### config.mk
export PLATFORM = sky130hd
export DESIGN_NAME = spi_ctrl_multi_flat
export DESIGN_NICKNAME = d
export VERILOG_FILES = /design/src/rtl/spi_ctrl_multi_if.sv /design/src/rtl/spi_ctrl_multi.sv /design/src/flat_wrapper.sv
export SDC_FILE = /design/constraint.sdc
export NUM_CORES = 1
export LEC_CHECK = 0
export BUFFER_PORTS_ARGS = -buffer_cell sky130_fd_sc_hd__clkbuf_2
export CAP_MARGIN = 0
export CORE_MARGIN = 10
export CORE_UTILIZATION = 45
export CTS_CLUSTER_SIZE = 28
export DETAILED_ROUTE_END_ITERATION = 7
export PLACE_DENSITY = 0.66
export REMOVE_ABC_BUFFERS = 1
export SYNTH_ARGS = -nofsm -noshare
export SYNTH_HDL_FRONTEND = slang
export SYNTH_SLANG_ARGS = --single-unit
### constraint.sdc
create_clock -name clk -period 3.5 [get_ports clk]
set_input_delay 0.525 -clock clk [delete_from_list [all_inputs] [get_ports clk]]
set_output_delay 0.525 -clock clk [all_outputs]
set_load 0.02 [all_outputs]
### src/rtl/spi_ctrl_multi_if.sv
// Host-side and pin-side signal bundle for spi_ctrl_multi.
// The slave modport is the controller; the master modport is the host plus the attached device.
interface spi_ctrl_multi_if #(
  parameter int DATA_WIDTH = 8,
  parameter int DIV_WIDTH  = 4,
  parameter int NUM_CS     = 1
);
  localparam int CSW = (NUM_CS > 1) ? $clog2(NUM_CS) : 1;

  logic                  spi_miso;
  logic [NUM_CS-1:0]     spi_select;
  logic                  spi_clk_out;
  logic                  spi_mosi;
  logic                  spi_dc;
  logic                  dc_in;
  logic                  end_txn;
  logic [CSW-1:0]        cs_sel;
  logic                  cpol;
  logic                  cpha;
  logic                  lsb_first;
  logic [DIV_WIDTH-1:0]  divider;
  logic [DATA_WIDTH-1:0] data_in;
  logic                  start;
  logic [DATA_WIDTH-1:0] data_out;
  logic                  busy;
  logic                  done;

  modport slave (
    input  spi_miso, dc_in, end_txn, cs_sel, cpol, cpha, lsb_first, divider, data_in, start,
    output spi_select, spi_clk_out, spi_mosi, spi_dc, data_out, busy, done
  );

  modport master (
    output spi_miso, dc_in, end_txn, cs_sel, cpol, cpha, lsb_first, divider, data_in, start,
    input  spi_select, spi_clk_out, spi_mosi, spi_dc, data_out, busy, done
  );
endinterface

### src/rtl/spi_ctrl_multi.sv
// SPI controller with configurable word width, SCK divider, CPOL/CPHA, bit order and chip selects.
// Completion raises a one-cycle done pulse; data_out only updates on that cycle.
module spi_ctrl_multi #(
  parameter int DATA_WIDTH = 8,
  parameter int DIV_WIDTH  = 4,
  parameter int NUM_CS     = 1
) (
  input  logic           clk,
  input  logic           rstn,
  spi_ctrl_multi_if.slave bus
);
  localparam int EW = $clog2(2 * DATA_WIDTH + 1);
  localparam logic [EW-1:0] LAST_EDGE = EW'(2 * DATA_WIDTH);

  typedef enum logic {S_IDLE, S_XFER} state_t;

  state_t                r_state, w_state_nxt;
  logic [DATA_WIDTH-1:0] r_tx, r_rx, r_data_out;
  logic [NUM_CS-1:0]     r_sel;
  logic                  r_done, r_sck, r_dc, r_end, r_cpha, r_lsb;
  logic [DIV_WIDTH-1:0]  r_div, r_div_cnt;
  logic [EW-1:0]         r_edge_cnt;

  logic                  w_accept, w_edge, w_last, w_sample, w_shift;
  logic [EW-1:0]         w_k;
  logic [NUM_CS-1:0]     w_sel_dec;
  logic [DATA_WIDTH-1:0] w_rx_nxt, w_tx_sh;

  always_ff @(posedge clk or negedge rstn) begin
    if (!rstn) r_state <= S_IDLE;
    else       r_state <= w_state_nxt;
  end

  // An SCK edge falls on every cycle the half-period down-counter sits at zero.
  always_comb begin
    w_state_nxt = r_state;
    w_accept    = 1'b0;
    w_edge      = 1'b0;
    w_last      = 1'b0;
    w_sample    = 1'b0;
    w_shift     = 1'b0;
    w_k         = r_edge_cnt + EW'(1);
    case (r_state)
      S_IDLE: begin
        if (bus.start) begin
          w_accept    = 1'b1;
          w_state_nxt = S_XFER;
        end
      end
      S_XFER: begin
        if (r_div_cnt == '0) begin
          w_edge = 1'b1;
          w_last = (w_k == LAST_EDGE);
          if (r_cpha) begin
            w_sample = ~w_k[0];
            w_shift  = w_k[0] && (w_k != EW'(1));
          end else begin
            w_sample = w_k[0];
            w_shift  = ~w_k[0] && !w_last;
          end
          if (w_last) w_state_nxt = S_IDLE;
        end
      end
      default: w_state_nxt = S_IDLE;
    endcase
  end

  // Out-of-range cs_sel leaves every select high.
  always_comb begin
    w_sel_dec = '1;
    for (int i = 0; i < NUM_CS; i++) begin
      if (int'(bus.cs_sel) == i) w_sel_dec[i] = 1'b0;
    end
  end

  assign w_rx_nxt = r_lsb ? {bus.spi_miso, r_rx[DATA_WIDTH-1:1]} : {r_rx[DATA_WIDTH-2:0], bus.spi_miso};
  assign w_tx_sh  = r_lsb ? {1'b0, r_tx[DATA_WIDTH-1:1]} : {r_tx[DATA_WIDTH-2:0], 1'b0};

  always_ff @(posedge clk or negedge rstn) begin
    if (!rstn) begin
      r_tx       <= '0;
      r_rx       <= '0;
      r_data_out <= '0;
      r_sel      <= '1;
      r_done     <= 1'b0;
      r_sck      <= 1'b1;
      r_dc       <= 1'b0;
      r_end      <= 1'b0;
      r_cpha     <= 1'b0;
      r_lsb      <= 1'b0;
      r_div      <= '0;
      r_div_cnt  <= '0;
      r_edge_cnt <= '0;
    end else begin
      r_done <= 1'b0;
      if (w_accept) begin
        r_tx       <= bus.data_in;
        r_dc       <= bus.dc_in;
        r_end      <= bus.end_txn;
        r_cpha     <= bus.cpha;
        r_lsb      <= bus.lsb_first;
        r_div      <= bus.divider;
        r_div_cnt  <= bus.divider;
        r_sel      <= w_sel_dec;
        r_sck      <= bus.cpol;
        r_edge_cnt <= '0;
      end else if (r_state == S_XFER) begin
        if (w_edge) begin
          r_div_cnt  <= r_div;
          r_sck      <= ~r_sck;
          r_edge_cnt <= w_k;
          if (w_sample) r_rx <= w_rx_nxt;
          if (w_shift)  r_tx <= w_tx_sh;
          if (w_last) begin
            r_done     <= 1'b1;
            r_data_out <= w_sample ? w_rx_nxt : r_rx;
            if (r_end) r_sel <= '1;
          end
        end else begin
          r_div_cnt <= r_div_cnt - DIV_WIDTH'(1);
        end
      end
    end
  end

  assign bus.spi_select  = r_sel;
  assign bus.spi_clk_out = r_sck;
  assign bus.spi_mosi    = r_lsb ? r_tx[0] : r_tx[DATA_WIDTH-1];
  assign bus.spi_dc      = r_dc;
  assign bus.data_out    = r_data_out;
  assign bus.busy        = (r_state == S_XFER);
  assign bus.done        = r_done;
endmodule

### src/flat_wrapper.sv
// flat-port wrapper written by rule: the top's interface ports become plain ports
module spi_ctrl_multi_flat 
#(
  parameter int DATA_WIDTH = 8,
  parameter int DIV_WIDTH  = 4,
  parameter int NUM_CS     = 1
)
  (clk, rstn, bus_spi_miso, bus_dc_in, bus_end_txn, bus_cs_sel, bus_cpol, bus_cpha, bus_lsb_first, bus_divider, bus_data_in, bus_start, bus_spi_select, bus_spi_clk_out, bus_spi_mosi, bus_spi_dc, bus_data_out, bus_busy, bus_done);
  spi_ctrl_multi_if #(.DATA_WIDTH(DATA_WIDTH), .DIV_WIDTH(DIV_WIDTH), .NUM_CS(NUM_CS)) bus_i ();
  input  logic clk;
  input  logic rstn;
  input wire logic [$bits(bus_i.spi_miso)-1:0] bus_spi_miso;
  input wire logic [$bits(bus_i.dc_in)-1:0] bus_dc_in;
  input wire logic [$bits(bus_i.end_txn)-1:0] bus_end_txn;
  input wire logic [$bits(bus_i.cs_sel)-1:0] bus_cs_sel;
  input wire logic [$bits(bus_i.cpol)-1:0] bus_cpol;
  input wire logic [$bits(bus_i.cpha)-1:0] bus_cpha;
  input wire logic [$bits(bus_i.lsb_first)-1:0] bus_lsb_first;
  input wire logic [$bits(bus_i.divider)-1:0] bus_divider;
  input wire logic [$bits(bus_i.data_in)-1:0] bus_data_in;
  input wire logic [$bits(bus_i.start)-1:0] bus_start;
  output wire logic [$bits(bus_i.spi_select)-1:0] bus_spi_select;
  output wire logic [$bits(bus_i.spi_clk_out)-1:0] bus_spi_clk_out;
  output wire logic [$bits(bus_i.spi_mosi)-1:0] bus_spi_mosi;
  output wire logic [$bits(bus_i.spi_dc)-1:0] bus_spi_dc;
  output wire logic [$bits(bus_i.data_out)-1:0] bus_data_out;
  output wire logic [$bits(bus_i.busy)-1:0] bus_busy;
  output wire logic [$bits(bus_i.done)-1:0] bus_done;
  assign bus_i.spi_miso = bus_spi_miso;
  assign bus_i.dc_in = bus_dc_in;
  assign bus_i.end_txn = bus_end_txn;
  assign bus_i.cs_sel = bus_cs_sel;
  assign bus_i.cpol = bus_cpol;
  assign bus_i.cpha = bus_cpha;
  assign bus_i.lsb_first = bus_lsb_first;
  assign bus_i.divider = bus_divider;
  assign bus_i.data_in = bus_data_in;
  assign bus_i.start = bus_start;
  assign bus_spi_select = bus_i.spi_select;
  assign bus_spi_clk_out = bus_i.spi_clk_out;
  assign bus_spi_mosi = bus_i.spi_mosi;
  assign bus_spi_dc = bus_i.spi_dc;
  assign bus_data_out = bus_i.data_out;
  assign bus_busy = bus_i.busy;
  assign bus_done = bus_i.done;
  spi_ctrl_multi #(.DATA_WIDTH(DATA_WIDTH), .DIV_WIDTH(DIV_WIDTH), .NUM_CS(NUM_CS)) u_core (.clk(clk), .rstn(rstn), .bus(bus_i));
endmodule
* Yosys cells after proc, flatten, opt, wreduce, memory -nomap -nowiden
Cells that the tools add are included.
W data, S select, Z words.
** Storage, ports and cells
- Input bits :: 22
- Output and inout bits :: 14
- Word-level logic and storage cells :: 78
- Register bits :: 45
** Operators by class
- $add $sub $neg :: 2
- Reductions and logical operators :: 14
- Bitwise gates (word level) :: 4
- Equality and inequality tests :: 2
- Mux-type cells :: 42
** Operators with widths (number)
- $mux W8 :: 7
- $mux W1 :: 28
- $mux W5 :: 3
- $mux W4 :: 3
- $reduce_bool A2 Y1 :: 5
- $reduce_and A4 Y1 :: 2
- $reduce_and A3 Y1 :: 2
- $add A5 B1 Y5 const B :: 1
- $eq A5 B5 Y1 const B :: 1
- $ne A5 B1 Y1 const B :: 1
- $logic_not A4 Y1 :: 1
- $not A1 Y1 :: 4
- $sub A4 B1 Y4 const B :: 1
- $logic_and A1 B1 Y1 :: 2
- $pmux W1 S2 :: 1
- $reduce_and A2 Y1 :: 1
- $logic_not A1 Y1 :: 1

* Logic depth before layout (Yosys ltp)
Gate-level depths: netlist of run 1.
- Depth in word-level cells :: 11
- Gate-level depth with buffers :: 8

* Worst setup path before layout of run 1
No wires, ideal clock.
- Kind :: flip-flop to flip-flop
- Start point :: register u_core.r_edge_cnt[0]
- End point :: register u_core.r_tx[0]
- Arrival :: 1.959 ns
- Stages on the path, launching flop included :: 8
- Clock period less this slack :: 2.084 ns
- Setup time :: 0.125 ns
- Setup slack :: 1.416 ns
- Cell sequence :: dfrtp_1 -> ha_1 -> or3_1 -> o21ai_2 -> a31oi_1 -> a221o_1 -> buf_6 -> mux2_4
** Between the ends
- Word-level cells in the longest chain between the ends :: 9
** Ends and longest elaborated chain
- start: declaration :: RTL line spi_ctrl_multi.sv:22 : logic [EW-1:0] r_edge_cnt;
- start signal: assignment :: RTL line spi_ctrl_multi.sv:111 : r_edge_cnt <= w_k;
- $add A5 B1 Y5 (*) :: RTL line spi_ctrl_multi.sv:42 : w_k = r_edge_cnt + EW'(1);
- $eq A5 B5 Y1 :: RTL line spi_ctrl_multi.sv:53 : w_last = (w_k == LAST_EDGE);
- $logic_not A1 Y1 :: RTL line spi_ctrl_multi.sv:59 : w_shift = ~w_k[0] && !w_last;
- $logic_and A1 B1 Y1 :: RTL line spi_ctrl_multi.sv:59
- $mux W1 (*) :: RTL line spi_ctrl_multi.sv:54 : if (r_cpha) begin
- $mux W1 (*) :: RTL line spi_ctrl_multi.sv:51 : if (r_div_cnt == '0) begin
- $mux W1 (*) :: RTL line spi_ctrl_multi.sv:43 : case (r_state)
- $reduce_bool A2 Y1 (no source line) (*)
- $reduce_and A3 Y1 (no source line) (*)
- end signal: assignment :: RTL line spi_ctrl_multi.sv:97 : r_tx <= bus.data_in;
- end signal: assignment :: RTL line spi_ctrl_multi.sv:113 : if (w_shift) r_tx <= w_tx_sh;
- end: declaration :: RTL line spi_ctrl_multi.sv:18 : logic [DATA_WIDTH-1:0] r_tx, r_rx, r_data_out;
Every way passes the cells marked *; elsewhere a longest branch is shown, timed or not.
A chain may end at the register's enable or synchronous reset.

* Worst setup path in the final report of run 1
- Start point :: register u_core.r_div_cnt[1]
- End point :: register u_core.r_data_out[7], in the netlist u_core.bus.data_out[7]
** Between the ends
- Word-level cells in the longest chain between the ends :: 4
** Ends and longest elaborated chain
- start: declaration :: RTL line spi_ctrl_multi.sv:21 : logic [DIV_WIDTH-1:0] r_div, r_div_cnt;
- start signal: assignment :: RTL line spi_ctrl_multi.sv:103 : r_div_cnt <= bus.divider;
- start signal: assignment :: RTL line spi_ctrl_multi.sv:109 : r_div_cnt <= r_div;
- start signal: assignment :: RTL line spi_ctrl_multi.sv:120 : r_div_cnt <= r_div_cnt - DIV_WIDTH'(1);
- $logic_not A4 Y1 (*) :: RTL line spi_ctrl_multi.sv:51
- $mux W1 :: RTL line spi_ctrl_multi.sv:51
- $mux W1 :: RTL line spi_ctrl_multi.sv:43
- $reduce_and A4 Y1 (no source line) / $mux W8 (equally long branches)
- end signal: assignment :: RTL line spi_ctrl_multi.sv:116 : r_data_out <= w_sample ? w_rx_nxt : r_rx;
- end: declaration :: RTL line spi_ctrl_multi.sv:18
Marked as above.

==> results of run 1 <==
-- final timing paths --
check                                                start                                 end  slack (ps)  cells after the start
hold / removal                                        rstn    u_core.r_edge_cnt[3]$_DFFE_PN0P_         270                      1
min in group clk                               bus_end_txn            u_core.r_end$_DFFE_PN0P_         420                      3
setup reg to reg           u_core.r_div_cnt[1]$_DFFE_PN0P_  u_core.bus.data_out[7]$_DFFE_PN0P_        1220                      7
max in group asynchronous                             rstn     u_core.r_div_cnt[0]$_DFFE_PN0P_        2520                      2
setup / recovery           u_core.r_div_cnt[1]$_DFFE_PN0P_  u_core.bus.data_out[7]$_DFFE_PN0P_        1220                      7
hold reg to reg                   u_core.r_end$_DFFE_PN0P_            u_core.r_end$_DFFE_PN0P_         490                      2
-- flip-flops by register name (all words and copies together), names as in the netlist, 4 cells and up --
| name | cells |
|---|---|
| u_core.r_div | 4 |
| u_core.r_div_cnt | 4 |
| u_core.r_rx | 8 |
| u_core.bus.data_out | 8 |
| u_core.r_tx | 8 |
| u_core.r_edge_cnt | 5 |
-- cell usage after synthesis (4+ instances only) --
cell                       number  area share (%)
sky130_fd_sc_hd__mux2i_1       19             8.5
sky130_fd_sc_hd__nand2_1       43             7.2
sky130_fd_sc_hd__dfrtp_1       43              48
sky130_fd_sc_hd__ha_1           4             2.2
sky130_fd_sc_hd__inv_1          5            0.84
sky130_fd_sc_hd__mux2_2         9             4.5
sky130_fd_sc_hd__nand3_1        6             1.3
sky130_fd_sc_hd__nor2_1        13             2.2
sky130_fd_sc_hd__buf_2          4            0.90
sky130_fd_sc_hd__clkbuf_1       5            0.84
sky130_fd_sc_hd__o22a_2         4             1.8
sky130_fd_sc_hd__a21oi_1        8             1.8
sky130_fd_sc_hd__o21ai_0       16             3.6
sky130_fd_sc_hd__nand2b_1       5             1.4
-- cell type report --
| class | instances | area, um^2 |
|---|---|---|
| inverter | 5 | 18.8 |
| clock buffer | 6 | 72.6 |
| multi-input combinational | 157 | 1030 |
| timing repair buffer | 39 | 205 |
| clock inverter | 2 | 35.0 |
| fill | 450 | 2180 |
| tap | 67 | 83.8 |
| sequential | 45 | 1130 |
-- metal layers --
layer / wire, um / GRT usage, % / up-vias
met4: 73 / 5.04 / 0
met2: 2150 / 18.4 / 43
li1: - / - / 823
met5: 0 / 0 / -
met1: 2160 / 14.6 / 785
met3: 295 / 4.07 / 8
-- stage by stage --
step	worst slack [ps]	std cells	util [%]	cell area, um^2
final	1220	321	54.1	2570
after global routing	944	321	54.1	2570
after CTS	1200	321	54.1	2570
after detailed placement	1210	313	51.8	2460
after global placement	1260	313	51.8	2460
after floorplan	1080	207	-	2170
-- logic make-up after synthesis --
logic type                 count (synthesis)  synth area share, %
xor gates and xnor gates                   6                 2.35
AOI/OAI and AO/OA                         44                 12.9
and+or+nand+nor                           74                 14.7
DFF                                       45                 50.5
buffers and inverters                     18                 3.58
adders and majority gates                  4                 2.24
muxes                                     29                 13.7
-- power by group through the flow --
stage / registers, mW / clock network (mW) / logic (mW)
2_1_floorplan: 0.843 / 0 / 0.465
3_3_place_gp: 0.857 / 0 / 0.614
3_5_place_dp: 0.856 / 0 / 0.627
4_1_cts: 0.849 / 0.396 / 0.629
5_1_grt: 0.879 / 0.411 / 0.711
6_report: 0.851 / 0.384 / 0.622
-- worst reg2reg max path, cell delays in order, from the launching register on --
cell	delay (ps)
sky130_fd_sc_hd__dfrtp_1	410
sky130_fd_sc_hd__inv_1	100
sky130_fd_sc_hd__ha_1	160
sky130_fd_sc_hd__and4bb_2	460
sky130_fd_sc_hd__nand3_1	450
sky130_fd_sc_hd__nand2_1	170
sky130_fd_sc_hd__o21ai_0	130
sky130_fd_sc_hd__mux2_2	290
==> run metrics, run 1 <==
status=completed; maximum frequency from static timing analysis=438 MHz; Synthesis Warnings=0; worst-path maximum fanout=16; Core ar.=4750 um^2; slowest stage cell, crit path=sky130_fd_sc_hd__and4bb_2; number of global-route vias before repair=1772; portion of total power attributed to sequential cells=45.8%; number of distinct library cell variants in the gate-level netlist after synthesis=37; TritonCTS sink count=45; first-pass detailed-route iteration total=4; Hold Crit Class=in -> async; transition at the pin with the smallest max-transition slack=722 ps; number of DRC violations after detailed routing=0; share of the cycle needed by the critical path after routing=65.2%; die extent in x=90.5 um; IO Count=36; Ant. Diodes=0; Finish-stage setup viols=0; aggregate routed wire length=4.68 mm; overall power consumption=1.86 mW; post-CTS setup-driven buffer insertion count=0; Overall Global Routing Usage=11.9%; latest clock arrival within the worst-skew pair=290 ps; Area Growth Syn to Fin=15.0%; clock root buffer=sky130_fd_sc_hd__clkbuf_8; vias after detailed routing=1659; effective utilization at floorplan=47.0%; Worst Path Class, Setup=reg -> reg; GRT overflow=0; remaining antenna violation count=0; MaxCap Viol Count=0; Max IR drop VDD=385 uV; number of buffer cells added on primary ports=35; Clk pin slew, worst setup/hold paths=80 ps; proportion of register bits with asynchronous set or reset after synthesis=100%; required time at the endpoint of the critical path=3690 ps; Mapped Cells=220; count of buffer and inverter cells on the critical path=1; RSZ-0062 raised after global routing=false; Static Leakage=1.23 nW; count of cells resized by post-cts repair=0; maximum level of the CTS H-tree=2; hold slack=269 ps; vias per std cell=5.17; power share of the clock group=20.7%; clk buf depth=2; final total negative setup slack=0 ps; Layout Nets=279; internal power consumption=1.21 mW; hold-fix buffer count after cts=0; first-pass GRT wire length=8.23 mm; die extent in y=90.5 um; final-report hold violation count=0; cell chain of the critical path=inv_1 > ha_1 > and4bb_2 > nand3_1 > nand2_1 > o21ai_0 > mux2_2; net switching share of the total power=35.0%; maximum number of pins on one net before global-route repair=29; initial antenna violation count=0; drt wl/cell=14.6 um; netlist area before placement=2230 um^2; Max transition margin=51.9%; critical path endpoint category=flop; Detailed Place HPWL=3.31 mm; number of synthesized register bits=45; power density over the cells=723 nW/um^2; TritonCTS clock tree=built; Max stage delay on crit path=460 ps; total net switching power=0.651 mW; crit path launch type=flop; number of enable flip-flop cells after synthesis=0; family with the most delay on the worst path=simple AND/OR/NAND/NOR gates; commonest non-fill, non-tap cells in the layout=43 x sky130_fd_sc_hd__nand2_1, 43 x sky130_fd_sc_hd__dfrtp_1, 35 x sky130_fd_sc_hd__clkbuf_2; sequential share of the synthesized area=50.5%; Core Rows=25; signal arrival time at the worst endpoint=2470 ps; final slew viol count=0; dominant synthesized flop cell=sky130_fd_sc_hd__dfrtp_1; combinational fraction of design power=33.5%; layout cells sized above 1=25.6%; Inserted Clock Buffers=5; mean area per synthesized cell=10.2 um^2; die area=8180 um^2; initial drt markers=79; Setup Skew=4.78 ps; RD Place Congestion=0.853; Final Critical Period=2280 ps
Note: power is estimated with default switching activity, not from simulation.
==> run 2, diff against run 1 <==
- clock period: 3.5 -> 2.24 ns (I/O delays scaled with it)
==> run metrics, run 2 (synthesized netlist as in run 1, its figures left out) <==
status=completed (unchanged); number of buffer cells added on primary ports=35 (unchanged); Max transition margin=63.4% (was 51.9%); met3 capacity usage during global routing=2.74% (was 4.07%); Global Route met2 Usage=18.3% (was 18.4%); maximum frequency from static timing analysis=489 MHz (was 438 MHz); FF-to-FF setup slack=200 ps (was 1220 ps); end of the worst register-to-register path=u_core.r_tx[0]$_DFFE_PN0P_ (was u_core.bus.data_out[7]$_DFFE_PN0P_); Hold Crit Class=in -> async (unchanged); RSZ-0062 raised after global routing=false (unchanged); signal arrival time at the worst endpoint=2220 ps (was 2470 ps); share of the cycle needed by the critical path after routing=91.3% (was 65.2%); first-pass detailed-route iteration total=4 (unchanged); Final Critical Period=2040 ps (was 2280 ps); clock root buffer=sky130_fd_sc_hd__clkbuf_8 (unchanged); CP Capture Point=u_core.r_tx[0]$_DFFE_PN0P_ (was u_core.bus.data_out[7]$_DFFE_PN0P_); Worst R2R Start=u_core.r_edge_cnt[1]$_DFFE_PN0P_ (was u_core.r_div_cnt[1]$_DFFE_PN0P_); count of placed standard cells including taps=321 (was 313); worst-path maximum fanout=8 (was 16); die extent in y=90.5 um (unchanged); maximum level of the CTS H-tree=2 (unchanged); maximum number of pins on one net before global-route repair=46 (was 29); vias per std cell=5.10 (was 5.17); Inserted Clock Buffers=5 (unchanged); layout cells sized above 1=28.2% (was 25.6%); latest clock arrival within the worst-skew pair=300 ps (was 290 ps); placed cell areas=2520 um^2 (was 2460 um^2); hold-fix buffer count after cts=0 (unchanged); Overall Global Routing Usage=11.7% (was 11.9%); count of cells resized by post-cts repair=0 (unchanged); Area Growth Syn to Fin=18.3% (was 15.0%); global-route track usage on met1=14.5% (was 14.6%); power density over the cells=1130 nW/um^2 (was 723 nW/um^2); commonest non-fill, non-tap cells in the layout=43 x sky130_fd_sc_hd__nand2_1, 43 x sky130_fd_sc_hd__dfrtp_1, 35 x sky130_fd_sc_hd__clkbuf_2 (unchanged); R2R cell count=6 (was 7); final non-filler cell area=2640 um^2 (was 2570 um^2); clk buf depth=2 (unchanged); Finish-stage setup viols=0 (unchanged); Clk pin slew, worst setup/hold paths=80 ps (about the same); initial drt markers=103 (was 79); Core ar.=4750 um^2 (unchanged); Max IR drop VDD=567 uV (was 385 uV); number of global-route vias before repair=1765 (was 1772); Static Leakage=1.27 nW (was 1.23 nW); Ant. Diodes=0 (unchanged); non-filler instance count after layout=329 (was 321); die extent in x=90.5 um (unchanged); MaxCap Viol Count=0 (unchanged); Setup Skew=9.02 ps (was 4.78 ps); TritonCTS sink count=45 (unchanged); effective utilization at floorplan=47.0% (unchanged); vias after detailed routing=1679 (was 1659); first-pass GRT wire length=8.18 mm (was 8.23 mm); Core Rows=25 (unchanged); final total negative setup slack=0 ps (unchanged); required time at the endpoint of the critical path=2420 ps (was 3690 ps); die area=8180 um^2 (unchanged); Worst setup startpoint=u_core.r_edge_cnt[1]$_DFFE_PN0P_ (was u_core.r_div_cnt[1]$_DFFE_PN0P_); transition at the pin with the smallest max-transition slack=550 ps (was 722 ps); post-CTS setup-driven buffer insertion count=0 (unchanged); final core utilization=55.6% (was 54.1%); busiest layer in global routing=met2 (unchanged); overall power consumption=2.98 mW (was 1.86 mW); aggregate routed wire length=4.72 mm (was 4.68 mm); RD Place Congestion=0.801 (was 0.853); TritonCTS clock tree=built (unchanged); GRT overflow=0 (unchanged); crit path launch type=flop (unchanged); Detailed Place HPWL=3.50 mm (was 3.31 mm); critical path endpoint category=flop (unchanged); Layout Nets=287 (was 279); remaining antenna violation count=0 (unchanged); initial antenna violation count=0 (unchanged); drt wl/cell=14.4 um (was 14.6 um); final slew viol count=0 (unchanged); number of DRC violations after detailed routing=0 (unchanged); final-report hold violation count=0 (unchanged); Worst Path Class, Setup=reg -> reg (unchanged); IO Count=36 (unchanged)
## run 2: cell types whose count changed in the layout (fill, tap and decap cells not counted)
cell and change:
sky130_fd_sc_hd__buf_4 +8, sky130_fd_sc_hd__clkbuf_1 -1, sky130_fd_sc_hd__clkbuf_8 +1, sky130_fd_sc_hd__clkinv_2 -1, sky130_fd_sc_hd__clkinvlp_4 +1
## run 2: how the worst min path moves through the flow
stage / slack, ps / cells past startpoint / from / endpoint
6_report: 110 / 2 / rstn / u_core.r_div[1]$_DFFE_PN0P_
2_1_floorplan: 40 / 0 / rstn / u_core.bus.busy$_DFF_PN0_
5_1_grt: 160 / 2 / rstn / u_core.r_div_cnt[3]$_DFFE_PN0P_
3_3_place_gp: 450 / 2 / rstn / u_core.r_div_cnt[1]$_DFFE_PN0P_
4_1_cts: 120 / 2 / rstn / u_core.bus.spi_dc$_DFFE_PN0P_
3_5_place_dp: 450 / 2 / rstn / u_core.r_div_cnt[1]$_DFFE_PN0P_
## run 2: cell type report
class	count	area (um^2)
Fill cell	445	2110
Sequential cell	45	1130
Multi-Input combinational cell	157	1030
Timing Repair Buffer	47	265
Tap cell	67	83.8
Clock buffer	6	82.6
Clock inverter	2	37.5
Inverter	5	18.8
## run 2: metrics by stage
stage | setup WS, ps | hold WS, ps
4_1_cts | 194 | 125
3_5_place_dp | 214 | 450
6_report | 196 | 109
2_1_floorplan | -183 | 40.4
3_3_place_gp | 246 | 451
5_1_grt | 14.1 | 164
## run 2: worst max-delay path: stages (launching register included)
cell                      delay (ps)
sky130_fd_sc_hd__dfrtp_1         420
sky130_fd_sc_hd__ha_1            210
sky130_fd_sc_hd__or3_1           360
sky130_fd_sc_hd__o21ai_2          70
sky130_fd_sc_hd__a31oi_1          90
sky130_fd_sc_hd__a221o_1         450
sky130_fd_sc_hd__mux2_4          330
## run 2: power by group
group	switching, mW	internal [mW]
clock	0.267	0.363
combinational	0.523	0.508
sequential	0.244	1.08
## run 2: per-layer routing
| metal | wire (um) | part of all wire (%) | vias to the layer above |
|---|---|---|---|
| met5 | 0 | 0 | - |
| met4 | 98 | 2.1 | 0 |
| met3 | 237 | 5.0 | 7 |
| met2 | 2160 | 46 | 39 |
| met1 | 2230 | 47 | 793 |
| li1 | - | - | 840 |
==> run 3, diff against run 2 <==
- CORE_ASPECT_RATIO: default -> 0.8
==> run metrics, run 3 (synthesized netlist as in run 1, its figures left out) <==
Core Rows=22 (was 25); GRT overflow=0 (unchanged); area occupied by multi-input gates=1030 um^2 (about the same); Overall Global Routing Usage=11.6% (was 11.7%); Inserted Clock Buffers=5 (unchanged); Global Route met2 Usage=15.8% (was 18.3%); maximum number of pins on one net before global-route repair=27 (was 46); Final Critical Period=2070 ps (was 2040 ps); global-route track usage on met1=16.2% (was 14.5%); final slew viol count=0 (unchanged); drt wl/cell=14.6 um (was 14.4 um); vias after detailed routing=1678 (was 1679); latest clock arrival within the worst-skew pair=300 ps (about the same); Core ar.=4710 um^2 (was 4750 um^2); effective utilization at floorplan=47.5% (was 47.0%); Finish-stage setup viols=0 (unchanged); transition at the pin with the smallest max-transition slack=475 ps (was 550 ps); final-report hold violation count=0 (unchanged); placed cell areas=2510 um^2 (was 2520 um^2); overall power consumption=2.96 mW (was 2.98 mW); final non-filler cell area=2640 um^2 (about the same); flip-flop and latch area=1130 um^2 (unchanged); number of DRC violations after detailed routing=0 (unchanged); share of the cycle needed by the critical path after routing=92.3% (was 91.3%); first-pass GRT wire length=8.11 mm (was 8.18 mm); critical path endpoint category=flop (unchanged); signal arrival time at the worst endpoint=2250 ps (was 2220 ps); TritonCTS clock tree=built (unchanged); initial antenna violation count=0 (unchanged); RSZ-0062 raised after global routing=false (unchanged); Max transition margin=68.3% (was 63.4%); number of global-route vias before repair=1689 (was 1765); IO Count=36 (unchanged); Layout Nets=287 (unchanged); Area Growth Syn to Fin=18.0% (was 18.3%); Filler cells=421 (was 445); Clk pin slew, worst setup/hold paths=90 ps (was 80 ps); TritonCTS sink count=45 (unchanged); Static Leakage=1.27 nW (about the same); power density over the cells=1120 nW/um^2 (was 1130 nW/um^2); met3 capacity usage during global routing=4.55% (was 2.74%); die area=8200 um^2 (was 8180 um^2); vias per std cell=5.21 (was 5.10); remaining antenna violation count=0 (unchanged); worst-path maximum fanout=8 (unchanged); Worst Path Class, Setup=reg -> reg (unchanged); Ant. Diodes=0 (unchanged); clock root buffer=sky130_fd_sc_hd__clkbuf_8 (unchanged); maximum frequency from static timing analysis=484 MHz (was 489 MHz); die extent in y=83.0 um (was 90.5 um); clk buf depth=2 (unchanged); layout cells sized above 1=28.2% (unchanged); first-pass detailed-route iteration total=4 (unchanged); Hold Crit Class=in -> reg (was in -> async); commonest non-fill, non-tap cells in the layout=43 x sky130_fd_sc_hd__nand2_1, 43 x sky130_fd_sc_hd__dfrtp_1, 35 x sky130_fd_sc_hd__clkbuf_2 (unchanged); Setup Skew=9.65 ps (was 9.02 ps); Max IR drop VDD=605 uV (was 567 uV); crit path launch type=flop (unchanged); die extent in x=98.8 um (was 90.5 um); Detailed Place HPWL=3.51 mm (was 3.50 mm); status=completed (unchanged); number of buffer cells added on primary ports=35 (unchanged); aggregate routed wire length=4.71 mm (was 4.72 mm); initial drt markers=58 (was 103); required time at the endpoint of the critical path=2430 ps (was 2420 ps); RD Place Congestion=0.795 (was 0.801); maximum level of the CTS H-tree=2 (unchanged); busiest layer in global routing=met1 (was met2); MaxCap Viol Count=0 (unchanged)
==> run 3: cell types whose count changed in the layout (fill, tap and decap cells not counted) <==
| cell | change |
|---|---|
| sky130_fd_sc_hd__dlygate4sd3_1 | +1 |
| sky130_fd_sc_hd__buf_4 | -1 |
| sky130_fd_sc_hd__nand3_1 | -1 |
| sky130_fd_sc_hd__clkinv_4 | +1 |
| sky130_fd_sc_hd__clkbuf_8 | -1 |
| sky130_fd_sc_hd__nand3_2 | +1 |
==> run 3: area by class of cell <==
class / instances / share of cell area [%]
Clock buffer: 5 / 2.61
Timing Repair Buffer: 47 / 10.2
Multi-Input combinational cell: 157 / 39.1
Inverter: 5 / 0.712
Tap cell: 60 / 2.85
Clock inverter: 3 / 1.76
Sequential cell: 45 / 42.8
==> run 3: worst paths after layout <==
check / to / from / slack (ps) / cells after the start
max reg2reg: u_core.r_tx[0]$_DFFE_PN0P_ / u_core.r_edge_cnt[1]$_DFFE_PN0P_ / 170 / 6
max: u_core.r_tx[0]$_DFFE_PN0P_ / u_core.r_edge_cnt[1]$_DFFE_PN0P_ / 170 / 6
max in group asynchronous: u_core.bus.spi_clk_out$_DFFE_PN1P_ / rstn / 1210 / 3
min reg2reg: u_core.r_div[2]$_DFFE_PN0P_ / u_core.r_div[2]$_DFFE_PN0P_ / 480 / 2
min in group asynchronous: u_core.r_div[0]$_DFFE_PN0P_ / rstn / 410 / 2
min: u_core.bus.spi_dc$_DFFE_PN0P_ / bus_dc_in / 220 / 3
==> run 3: repair_timing <==
item	in CTS	in global routing
endpoints found under the hold margin	6	0
hold buffers	1	0
setup endpoints to repair	0	1
gates resized for setup	0	1
setup buffers	0	0
==> run 3: power breakdown <==
group	internal, mW	switching, mW	total, mW
clock network	0.334	0.281	0.615
logic	0.511	0.527	1.04
registers	1.08	0.231	1.31
total	1.92	1.04	2.96
==> run 3: critical path: stages (launching register included) <==
cell and delay, ps:
sky130_fd_sc_hd__dfrtp_1 410, sky130_fd_sc_hd__ha_1 210, sky130_fd_sc_hd__or3_1 360, sky130_fd_sc_hd__o21ai_2 70, sky130_fd_sc_hd__a31oi_1 110, sky130_fd_sc_hd__a221o_1 460, sky130_fd_sc_hd__mux2_4 330
==> run 3: metal layers <==
metal	vias up	share of wire, %
met2	45	42
met5	-	0
met1	785	49
met3	5	8.2
met4	0	0.85
li1	843	-
==> run 3: through the flow <==
| step | worst slack [ps] | setup TNS (ps) | std cells | utilization [%] | hold slack, ps |
|---|---|---|---|---|---|
| 6_report | 172 | 0 | 322 | 56.0 | 219 |
| 5_1_grt | 29.9 | 0 | 322 | 56.0 | 233 |
| 4_1_cts | 169 | 0 | 322 | 55.9 | 212 |
| 3_5_place_dp | 211 | 0 | 313 | 53.2 | 198 |
| 3_3_place_gp | 236 | 0 | 313 | 53.2 | 197 |
| 2_1_floorplan | -183 | -1490 | 207 | - | 40.4 |
